$ cat src/rtl/timer_irq_source_pkg.sv
// Shared constants for timer_irq_source: register offsets, CTRL bit layout,
// mode codes and the FSM state encoding.
package timer_irq_source_pkg;

    localparam logic [1:0] TimerCTRL   = 2'd0;
    localparam logic [1:0] TimerPRESET = 2'd1;
    localparam logic [1:0] TimerCOUNT  = 2'd2;

    localparam int CTRL_EN_BIT   = 0;
    localparam int CTRL_MODE_LSB = 1;
    localparam int CTRL_MODE_MSB = 2;
    localparam int CTRL_IM_BIT   = 3;

    localparam logic [1:0] MODE_ONESHOT = 2'b00;
    localparam logic [1:0] MODE_RELOAD  = 2'b01;

    typedef enum logic [1:0] {
        ST_IDLE = 2'd0,
        ST_LOAD = 2'd1,
        ST_CNT  = 2'd2,
        ST_INT  = 2'd3
    } timer_state_e;

endpackage

$ cat src/rtl/timer_irq_source.sv
// Memory-mapped down-counter timer driving one level-sensitive interrupt line.
// Define TIMER_AUTORELOAD_EN to make CTRL mode 01 an auto-reload mode.
module timer_irq_source
    import timer_irq_source_pkg::*;
(
    input  logic        clk,
    input  logic        rst,
    input  logic [1:0]  Addr,
    input  logic        We,
    input  logic [31:0] DIn,
    output logic [31:0] DOut,
    output logic        IRQ
);

    timer_state_e state_q, state_d;
    logic         enable_q, enable_d;
    logic         im_q, im_d;
    logic [31:0]  preset_q, preset_d;
    logic [31:0]  count_q, count_d;
    logic         irq_flag_q, irq_flag_d;
    logic [1:0]   mode;
    logic         auto_reload;
    logic [31:0]  ctrl_rd;

`ifdef TIMER_AUTORELOAD_EN
    logic [1:0]   mode_q, mode_d;
    assign mode = mode_q;
`else
    assign mode = MODE_ONESHOT;
`endif

    assign auto_reload = (mode == MODE_RELOAD);
    assign IRQ         = irq_flag_q & im_q;

    always_comb begin
        state_d    = state_q;
        enable_d   = enable_q;
        im_d       = im_q;
        preset_d   = preset_q;
        count_d    = count_q;
        irq_flag_d = irq_flag_q;
`ifdef TIMER_AUTORELOAD_EN
        mode_d     = mode_q;
`endif

        case (state_q)
            ST_IDLE: begin
                if (enable_q) begin
                    state_d = ST_LOAD;
                end
            end
            ST_LOAD: begin
                count_d = preset_q;
                if (auto_reload) begin
                    irq_flag_d = 1'b0;
                end
                state_d = ST_CNT;
            end
            ST_CNT: begin
                if (!enable_q) begin
                    state_d = ST_IDLE;
                end else if (count_q > 32'd1) begin
                    count_d = count_q - 32'd1;
                end else begin
                    count_d    = '0;
                    irq_flag_d = 1'b1;
                    state_d    = ST_INT;
                end
            end
            ST_INT: begin
                if (auto_reload) begin
                    irq_flag_d = 1'b0;
                    state_d    = ST_LOAD;
                end else begin
                    enable_d = 1'b0;
                    state_d  = ST_IDLE;
                end
            end
            default: state_d = ST_IDLE;
        endcase

        // Bus writes come last so a CTRL write overrides the FSM's own updates.
        if (We) begin
            case (Addr)
                TimerCTRL: begin
                    enable_d   = DIn[CTRL_EN_BIT];
                    im_d       = DIn[CTRL_IM_BIT];
                    irq_flag_d = 1'b0;
`ifdef TIMER_AUTORELOAD_EN
                    mode_d     = DIn[CTRL_MODE_MSB:CTRL_MODE_LSB];
`endif
                end
                TimerPRESET: preset_d = DIn;
                default: ;
            endcase
        end
    end

    always_ff @(posedge clk or posedge rst) begin
        if (rst) begin
            state_q    <= ST_IDLE;
            enable_q   <= 1'b0;
            im_q       <= 1'b0;
            preset_q   <= '0;
            count_q    <= '0;
            irq_flag_q <= 1'b0;
`ifdef TIMER_AUTORELOAD_EN
            mode_q     <= MODE_ONESHOT;
`endif
        end else begin
            state_q    <= state_d;
            enable_q   <= enable_d;
            im_q       <= im_d;
            preset_q   <= preset_d;
            count_q    <= count_d;
            irq_flag_q <= irq_flag_d;
`ifdef TIMER_AUTORELOAD_EN
            mode_q     <= mode_d;
`endif
        end
    end

    always_comb begin
        ctrl_rd                              = '0;
        ctrl_rd[CTRL_EN_BIT]                 = enable_q;
        ctrl_rd[CTRL_MODE_MSB:CTRL_MODE_LSB] = mode;
        ctrl_rd[CTRL_IM_BIT]                 = im_q;
    end

    always_comb begin
        DOut = '0;
        case (Addr)
            TimerCTRL:   DOut = ctrl_rd;
            TimerPRESET: DOut = preset_q;
            TimerCOUNT:  DOut = count_q;
            default:     DOut = '0;
        endcase
    end

endmodule

$ cat config.mk
export PLATFORM = sky130hd
export DESIGN_NAME = timer_irq_source
export DESIGN_NICKNAME = d
export VERILOG_FILES = /design/src/rtl/timer_irq_source_pkg.sv /design/src/rtl/timer_irq_source.sv
export SDC_FILE = /design/constraint.sdc
export NUM_CORES = 1
export LEC_CHECK = 0
export BUFFER_PORTS_ARGS = -buffer_cell sky130_fd_sc_hd__buf_2
export CELL_PAD_IN_SITES_DETAIL_PLACEMENT = 0
export CELL_PAD_IN_SITES_GLOBAL_PLACEMENT = 1
export CORE_MARGIN = 2
export CORE_UTILIZATION = 40
export CTS_CLUSTER_DIAMETER = 60
export DETAILED_ROUTE_END_ITERATION = 10
export PLACE_DENSITY_LB_ADDON = 0.1
export SYNTH_ARGS = -nofsm -noshare
export SYNTH_HDL_FRONTEND = slang
export SYNTH_SLANG_ARGS = --single-unit
export TNS_END_PERCENT = 10
$ cat constraint.sdc
create_clock -name clk -period 3.6 [get_ports clk]
set_clock_uncertainty 0.15 [all_clocks]
set_input_delay 0.36 -clock clk [delete_from_list [all_inputs] [get_ports clk]]
set_output_delay 0.36 -clock clk [all_outputs]
set_load 0.02 [all_outputs]
Word-level counts from Yosys, hierarchy flattened
Index checks and enable logic that the tools add are counted.
{"block": "classes", "n_bitwise": 1, "eq_ne": 8, "add_sub_neg": 1, "mux": 16, "n_lt_le_gt_ge": 1, "reduce_logical": 7}
{"op": "one-hot mux 32 bit (3 select lines)", "n": 1}
{"op": "two-way mux 32 bit", "n": 2}
{"op": "one-hot mux 32 bit (2 select lines)", "n": 1}
{"op": "greater-than comparator 32 x 1 -> 1 bit, second input constant", "n": 1}
{"op": "subtractor 32 x 1 -> 32 bit, second input constant", "n": 1}
{"op": "two-way mux 1 bit", "n": 8}
{"op": "one-hot mux 2 bit (4 select lines)", "n": 1}
{"op": "AND reduction 2 bit", "n": 4}
{"op": "equality test 2 bit, second input constant", "n": 3}
{"op": "two-way mux 2 bit", "n": 3}
{"op": "equality test 2 x 1 -> 1 bit, second input constant", "n": 2}
{"op": "logical NOT 2 bit", "n": 2}
{"op": "inequality test 2 bit, second input constant", "n": 2}
{"op": "inequality test 3 bit, second input constant", "n": 1}
{"op": "nonzero test 2 bit", "n": 1}
{"op": "AND 1 bit", "n": 1}
{"block": "word_totals", "regBits": 69, "inputBits": 37, "output_inout_bits": 33, "elab_cells": 40}

Logic depth before layout (Yosys ltp)
{"block": "logic_depth", "depth_word": 6, "depth_mapped": 8, "ltp_nobuf": 7}

Worst setup path after synthesis
No wires, ideal clock.
{"block": "synth_path", "kind": "register to register", "start": "register count_q[23]", "end": "register count_q[10]", "synth_period_minus_slack_ns": 2.674, "path_slack_ns": 0.926, "arrival_time_ns": 2.389, "n_path_buf": 2, "path_stages_with_launch": 8, "setup_time_ns": 0.134, "t_required_ns": 3.316, "path_cell_list": "dfrtp_1 or4_4 or4b_4 o31a_1 buf_2 buf_2 a21oi_1 o22ai_1"}
{"block": "synth_between", "elab_chain_len": 4}
{"item": "start, declared", "line_no": "timer_irq_source.sv:19", "source": "logic [31:0] count_q, count_d;"}
{"item": "start signal, assigned", "line_no": "timer_irq_source.sv:115", "source": "count_q <= count_d;"}
{"item": "greater-than comparator 32 x 1 -> 1 bit", "line_no": "timer_irq_source.sv:62", "source": "end else if (count_q > 32'd1) begin"}
{"item": "two-way mux 32 bit", "line_no": "timer_irq_source.sv:62"}
{"item": "two-way mux 32 bit", "line_no": "timer_irq_source.sv:60", "source": "if (!enable_q) begin"}
{"item": "one-hot mux 32 bit (2 select lines)", "line_no": "timer_irq_source.sv:46", "source": "case (state_q)"}
No other way between the ends. The select of a mux whose other input is x is not followed.
A chain may end at the register's enable or synchronous reset.

Worst setup path after layout
{"block": "layout_path", "start": "register count_q[23]", "end": "register count_q[17]"}
The elaborated chain is that of the path after synthesis.

==> flow_summary.json <==
{
  "yosysWarnings": 0,
  "grt_pass1_vias": 3384,
  "cts_tree": "yes",
  "syn_to_final_growth_pct": 18.0,
  "layout-drive-gt1-share_pct": 31.8,
  "clk_pin_slew_ns": 0.08,
  "syn-num-nets": 417,
  "viasPerCell": 5.84,
  "critPathCaptureType": "flop",
  "insertion_delay_ns": 0.34,
  "diodes": 0,
  "layout.cells.non_filler": 579,
  "drt_iter0_drc": 123,
  "worst_pin_slew_ns": 0.927,
  "numPortBuffers": 69,
  "critPathLaunchType": "flop",
  "seq_area_frac_synth_pct": 44.7,
  "clock-sinks": 69,
  "worstSetupPathType": "flop to flop",
  "synth_edf_count": 0,
  "fin_crit_ns": 3.11,
  "finalNetCount": 484,
  "utilization_pct": 49.1,
  "vias": 3382,
  "holdWs_ns": 0.0888,
  "overflow": 0,
  "firstDrtPassIters": 4,
  "max-vdd-ir-drop_uv": 262,
  "crit_arrival_ns": 3.19,
  "hpwl_microns": 7230,
  "grt_max_degree": 39,
  "fmax_ghz": 0.322,
  "drv_cap": 0,
  "drt-total-wl_microns": 10500,
  "rsz0062_at_grt": "no",
  "fin_tns_setup_ns": 0,
  "cp_max_fo": 21,
  "required_ns": 3.68,
  "gp_congestion": 0.842,
  "wl_per_cell_microns": 18.1,
  "syn_area_per_cell_sq_um": 10.2,
  "hold_violations": 0,
  "cts-buffers-inserted": 9,
  "yosysTopAreaCellShare_pct": 44.7,
  "yosysUniqueCellTypes": 53,
  "fin_crit_sh_pct": 86.3,
  "cts_resized": 0,
  "io_pins": 70,
  "ys_ff_latch": 69,
  "yosysMostFrequentCell": "dfrtp_1",
  "grt_usage_pct": 21.5,
  "die_x_microns": 102,
  "power_density_nw_per_um2": 731,
  "power_leakage_nw": 1.99,
  "drc_errors": 0,
  "synthCells": 378,
  "ys.flop_type": "dfrtp_1",
  "drv_slew": 0,
  "start_util_pct": 41.6,
  "synth_top_area_cell": "dfrtp_1",
  "status": "finished, final reports clean",
  "antenna_found_initial": 0,
  "postRouteAntennaNets": 0,
  "synth_area_leaders": "dfrtp_1 45%, mux2_2 9.9%, a22o_1 8.6%, o21ai_0 2.7%, nand2_1 2.6%",
  "synthTopCellsByCount": "69 x dfrtp_1, 38 x a22o_1, 34 x mux2_2",
  "slew_headroom_pct": 38.2,
  "grt_pass1_wl_microns": 17500,
  "cts-htree-levels": 3,
  "syn_area_sq_um": 3860,
  "die_area_sq_um": 10500,
  "core_sq_um": 9280,
  "finalSetupViolCount": 0,
  "rows": 35,
  "p_total_mw": 3.33,
  "hold_path_class": "primary input to flop",
  "dp.cells": 562,
  "root_buffer": "clkbuf_8",
  "clock_path_buffers": 2,
  "die_h_microns": 102,
  "ys_async_sr_fraction_pct": 100
}
[cell type report]
class / instances / area [sq um]
multi-input cells: 271 / 1980
clock inverters: 4 / 47.5
clock buffers: 12 / 145
inverters: 10 / 37.5
repair buffers: 84 / 460
well taps: 129 / 161
fillers: 919 / 4730
flip-flops and latches: 69 / 1730
[power breakdown]
| part | internal (mW) | switching [mW] | total, mW |
|---|---|---|---|
| combinational | 0.572 | 0.758 | 1.33 |
| clock | 0.337 | 0.297 | 0.635 |
| sequential | 1.03 | 0.331 | 1.37 |
| total | 1.94 | 1.39 | 3.33 |
[metal layers]
layer	part of all wire, %	GRT usage (%)	wire [microns]	vias to the layer above
met5	0	0	0	-
met4	1.1	7.28	112	0
met3	4.3	3.83	455	11
met2	49	35.0	5080	90
met1	46	29.2	4810	1686
li1	-	-	-	1595
[critical path, cell delays in order (launching register included)]
cell,delay [ns]
dfrtp_1,0.47
or4_4,0.60
or4b_4,0.58
o31a_1,0.62
a21o_1,0.27
a221o_1,0.29
[sequential cells by signal, indices dropped and copies added (netlist names)]
register / count
im_q: 1
irq_flag_q: 1
preset_q: 32
state_q: 2
count_q: 32
enable_q: 1
[per-stage QoR]
stage	cell area, sq um	worst slack [ns]
5_1_grt	4560	0.363
4_1_cts	4560	0.494
3_5_place_dp	4350	0.534
3_3_place_gp	4350	0.570
6_report	4560	0.494
2_1_floorplan	3860	0.926
[worst paths after layout]
kind | slack (ns) | end | depth (start not counted) | from
setup / recovery | 0.49 | count_q[17] | 5 | count_q[23]
hold / removal | 0.09 | enable_q | 3 | DIn[0]
min in group asynchronous | 0.52 | im_q | 3 | rst
setup reg to reg | 0.49 | count_q[17] | 5 | count_q[23]
max in group asynchronous | 2.02 | preset_q[15] | 4 | rst
hold reg to reg | 0.39 | preset_q[1] | 1 | preset_q[1]
[timing repair]
| action | CTS | global route |
|---|---|---|
| hold endpoints to repair | 24 | 0 |
| buffers inserted | 0 | 0 |
| hold buffers | 1 | 0 |
[cell families after synthesis]
group,synth area share [%]
AOI/OAI and AO/OA,24.9
and+or+nand+nor,14.7
DFF,44.7
buffers and inverters,4.28
muxes,10.7
adders and majority gates,0.648
[placed cells by master, fill, tap and decap left out, types with 10 or more instances in the layout]
cell type	instances
a22o_1	38
buf_2	69
buf_4	14
clkbuf_8	10
dfrtp_1	69
mux2_2	34
nand2_1	27
nor2_1	13
nor3_1	14
nor4_1	12
o21ai_0	21
Note: power is estimated with default switching activity, not from simulation.
